**src/rtl/prng_hex_display.sv**
```systemverilog
`default_nettype none
// ============================================================================
// Module : prng_hex_display
// Brief  : Tick-driven 8-bit Fibonacci LFSR shown on two active-low 7-seg digits
// Rev    : 1.0
// ============================================================================
module prng_hex_display #(
   parameter int unsigned DIV  = 32'd50000000,
   parameter logic [7:0]  SEED = 8'h01
) (
   input  logic       CLK,
   input  logic       rst_n,
   input  logic       EN,
   output logic [6:0] HEX0,
   output logic [6:0] HEX1,
   output logic       clk1hz
);

   localparam logic [31:0] c_LAST = DIV - 32'd1;
   // An all-zero seed would lock the LFSR, so it is promoted to 01.
   localparam logic [7:0]  c_SEED = (SEED == 8'h00) ? 8'h01 : SEED;

   logic [31:0] r_cnt;
   logic [7:0]  r_q;
   logic        w_tick;
   logic        w_fb;
   logic [6:0]  w_hex [2];

   assign w_tick = EN && (r_cnt == c_LAST);
   assign clk1hz = w_tick;

   always_ff @(posedge CLK) begin
      if (!rst_n) begin
         r_cnt <= '0;
      end else if (EN) begin
         r_cnt <= (r_cnt == c_LAST) ? 32'd0 : r_cnt + 32'd1;
      end
   end

   // Taps for x^8 + x^6 + x^5 + x^4 + 1.
   assign w_fb = r_q[7] ^ r_q[5] ^ r_q[4] ^ r_q[3];

   always_ff @(posedge CLK) begin
      if (!rst_n) begin
         r_q <= c_SEED;
      end else if (r_q == 8'h00) begin
         r_q <= 8'h01;
      end else if (w_tick) begin
         r_q <= {r_q[6:0], w_fb};
      end
   end

   function automatic logic [6:0] seg7(input logic [3:0] v);
      logic [6:0] s;
      s = 7'h7F;
      case (v)
         4'h0: s = 7'h40;
         4'h1: s = 7'h79;
         4'h2: s = 7'h24;
         4'h3: s = 7'h30;
         4'h4: s = 7'h19;
         4'h5: s = 7'h12;
         4'h6: s = 7'h02;
         4'h7: s = 7'h78;
         4'h8: s = 7'h00;
         4'h9: s = 7'h10;
         4'hA: s = 7'h08;
         4'hB: s = 7'h03;
         4'hC: s = 7'h46;
         4'hD: s = 7'h21;
         4'hE: s = 7'h06;
         4'hF: s = 7'h0E;
         default: s = 7'h7F;
      endcase
      return s;
   endfunction

   generate
      for (genvar i = 0; i < 2; i++) begin : g_digit
         assign w_hex[i] = seg7(r_q[4*i +: 4]);
      end
   endgenerate

   assign HEX0 = w_hex[0];
   assign HEX1 = w_hex[1];

endmodule
`default_nettype wire

```
**config.mk**
```make
export PLATFORM = sky130hd
export DESIGN_NAME = prng_hex_display
export DESIGN_NICKNAME = d
export VERILOG_FILES = /design/src/rtl/prng_hex_display.sv
export SDC_FILE = /design/constraint.sdc
export NUM_CORES = 1
export LEC_CHECK = 0
export BUFFER_PORTS_ARGS = -buffer_cell sky130_fd_sc_hd__buf_2
export CAP_MARGIN = 20
export CORE_MARGIN = 4
export CORE_UTILIZATION = 54
export CTS_BUF_LIST = sky130_fd_sc_hd__clkbuf_4
export CTS_CLUSTER_SIZE = 20
export DETAILED_ROUTE_END_ITERATION = 7
export GPL_TIMING_DRIVEN = 0
export PLACE_DENSITY = 0.75
export SYNTH_ARGS = -nofsm -noshare
export SYNTH_HDL_FRONTEND = slang
export SYNTH_SLANG_ARGS = --single-unit
```
**constraint.sdc**
```tcl
create_clock -name CLK -period 2.9 [get_ports CLK]
set_clock_uncertainty 0.2 [all_clocks]
set_input_delay 0.145 -clock CLK [delete_from_list [all_inputs] [get_ports CLK]]
set_output_delay 0.145 -clock CLK [all_outputs]
set_load 0.05 [all_outputs]
```
==> results.sh <==
export IMPL_grt_max_degree=18
export IMPL_globalplace_congestion=0.876
export IMPL_status="completed"
export IMPL_synth_cell_types=37
export IMPL_synth_ff_type="dfxtp_1"
export IMPL_crit_arrival_ns=2.89
export IMPL_place_area_sq_um=2940
export IMPL_rsz0062_at_grt="true"
export IMPL_die_y_um=78.5
export IMPL_synthArstFlopShare_pct=0
export IMPL_synth_fp_nets=305
export IMPL_cp_end_kind="register"
export IMPL_relSlewSlack_pct=61.5
export IMPL_coreArea_sq_um=4750
export IMPL_cts_buffers=5
export IMPL_switching_share_pct=23.0
export IMPL_peakVddDrop_mv=0.201
export IMPL_crit_path_top_delay_cell="or4_4"
export IMPL_io_buffers=17
export IMPL_cpPeakStageDelay_ns=0.61
export IMPL_path_clk_slew_ns=0.15
export IMPL_clock_power_share_pct=29.9
export IMPL_die_area_sq_um=6160
export IMPL_io_pins=18
export IMPL_internal_power_mw=0.852
export IMPL_ant_nets=0
export IMPL_power_density_nw_per_um2=358
export IMPL_maxCapViolations=0
export IMPL_holdPathStages=4
export IMPL_routed_wl_um=5020
export IMPL_routedWlPerCell_um=12.9
export IMPL_final_area_sq_um=3090
export IMPL_p_leak_nw=1.14
export IMPL_drc=0
export IMPL_worst_setup_path_type="register to register"
export IMPL_grt_first_pass_wirelength_um=8780
export IMPL_cts_tree="yes"
export IMPL_drt_iter0_markers=108
export IMPL_clkLatencyLatePin_ns=0.37
export IMPL_combPwrFrac_pct=2.4
export IMPL_critPathCapture="HEX0[0]"
export IMPL_layout_commonest_cell="dfxtp_1"
export IMPL_overflow=0
export IMPL_synthCells=289
export IMPL_yosysWarnings=0
export IMPL_place_hpwl_um=3590
export IMPL_cts_htree_levels=2
export IMPL_critPathMaxFanout=10
export IMPL_antenna_found_initial=0
export IMPL_switchingPower_mw=0.255
export IMPL_nets=337
export IMPL_start_kind="register"
export IMPL_r2r_slack_ns=0.09
export IMPL_hold_start="rst_n"
export IMPL_ys_ff_latch=54
export IMPL_p_seq_share_pct=67.7
export IMPL_first_pass_iters=4
export IMPL_initial_core_util_pct=56.4
export IMPL_hp_class="input pin to register"
export IMPL_avgViaCountPerCell=5.37
export IMPL_setup_viol=0
export IMPL_vias=2089
export IMPL_worstPathCellList="ha_4, nand4_4, or4_4, nor2_8, mux2i_1, buf_6, nor2_1, a221o_1"
export IMPL_cts_buffer_depth=2
export IMPL_drive_above_1_share_pct=21.7
export IMPL_timing_final_crit_period_ns=2.81
export IMPL_root_buffer="clkbuf_4"
export IMPL_chipWidth_um=78.5
export IMPL_timing_final_hold_violations=0
export IMPL_reg2reg_from="r_cnt[0]"
export IMPL_fmax_ghz=0.355
export IMPL_grt_usage_pct=17.5
export IMPL_syn_avg_cell_area_sq_um=9.28
export IMPL_area_growth_syn_to_layout_pct=15.4
export IMPL_rr_endpoint="HEX0[0]"
export IMPL_grt_pass1_vias=1995
export IMPL_clkSinkCount=54
export IMPL_insertedDiodeCount=0
export IMPL_reg2reg_depth=8
export IMPL_fin_crit_sh_pct=97.0
export IMPL_netlist_area_sq_um=2680
export IMPL_rows=25
export IMPL_total_power_mw=1.11
export IMPL_critPathRequiredTime_ns=2.97
export IMPL_crit_start="r_cnt[0]"
export IMPL_synth_edf_count=0
export IMPL_worstMarginPinSlew_ns=0.573
export IMPL_ys_seq_area_share_pct=40.3
export IMPL_final_max_slew_violation_count=0
export IMPL_most_common_layout_cells="dfxtp_1 (47), nor2_1 (37), nand2_1 (22), mux2i_1 (20)"
## state kept, by name (all words and copies together), names as in the netlist
signal,count
HEX1,7
r_q,8
r_cnt,32
HEX0,7
## Yosys cell counts, types with 3 or more instances
cell type | count | share of area, %
a21oi_1 | 4 | 0.75
and3_1 | 6 | 1.4
clkbuf_1 | 6 | 0.84
dfxtp_1 | 54 | 40
ha_1 | 13 | 6.1
inv_1 | 11 | 1.5
mux2i_1 | 21 | 7.8
nand2_1 | 22 | 3.1
nand3_1 | 10 | 1.9
nand4_1 | 7 | 1.6
nor2_1 | 37 | 5.2
nor2b_1 | 5 | 1.2
nor3_1 | 5 | 0.93
nor4_1 | 5 | 1.2
nor4b_1 | 4 | 1.3
o21ai_0 | 7 | 1.3
o22ai_1 | 6 | 1.4
or3_1 | 8 | 1.9
or4_1 | 3 | 0.84
xnor2_1 | 18 | 5.9
xor2_1 | 14 | 4.6
## repair_timing
action	in CTS	in global routing
hold buffers	1	0
setup endpoints to repair	7	12
cloned	0	0
resized for setup	2	12
buffers inserted	1	7
hold endpoints to repair	3	0
pin swaps	0	8
## worst max-delay path: cells and delay by family, from the launching register on
family,cells,cell delay (ns)
DFF,1,0.40
buffers and inverters,1,0.22
adders and majority gates,1,0.15
AOI/OAI and AO/OA,1,0.33
muxes,1,0.45
and+or+nand+nor,4,0.97
## logic make-up after synthesis
logic type	synth area share (%)
flops	40.3
fa+ha+maj	6.07
compound gates	5.13
xor+xnor	10.5
simple gates	24.8
buf+inv	3.87
mux	9.38
## power by group through the flow
stage	combinational, mW	clock (mW)	sequential, mW
after floorplan	0.0160	0	0.765
after global placement	0.0232	0	0.766
after detailed placement	0.0239	0	0.766
after CTS	0.0251	0.344	0.750
final	0.0268	0.331	0.749
after global routing	0.0314	0.385	0.750
## area by class of cell
type                    instances  area (sq um)
fillers                       417          1660
plain buffers                   8          46.3
inverters                      13          53.8
well taps                      67          83.8
repair buffers                 26           155
clock inverters                 3          20.0
flip-flops and latches         54          1090
clock buffers                   5          37.5
multi-input cells             213          1600
## stage by stage
step / setup TNS [ns] / util (%) / hold slack, ns / setup slack (ns) / instances
3_5_place_dp: -1.32 / 61.9 / 0.298 / -0.331 / 373
3_3_place_gp: -0.786 / 61.9 / 0.281 / -0.233 / 373
6_report: 0 / 65.1 / 0.0554 / 0.0857 / 389
4_1_cts: 0 / 63.8 / 0.0448 / 0.0394 / 383
2_1_floorplan: -0.116 / - / 0.0817 / -0.0494 / 289
5_1_grt: -0.111 / 65.1 / 0.0288 / -0.0457 / 389
## worst min-delay path by stage
stage	slack, ns	end
detailed placement	0.30	r_cnt[11]
CTS	0.04	r_q[6]
finish	0.06	r_q[6]
floorplan	0.08	r_cnt[0]
global placement	0.28	r_cnt[9]
global route	0.03	r_q[6]
## layer usage
layer	up-vias	part of all wire (%)	global-route usage, %
li1	1061	-	-
met1	993	47	21.3
met2	30	50	30.8
met3	5	2.9	3.56
met4	0	1.0	5.77
met5	-	0	0
Note: power is estimated with default switching activity, not from simulation.
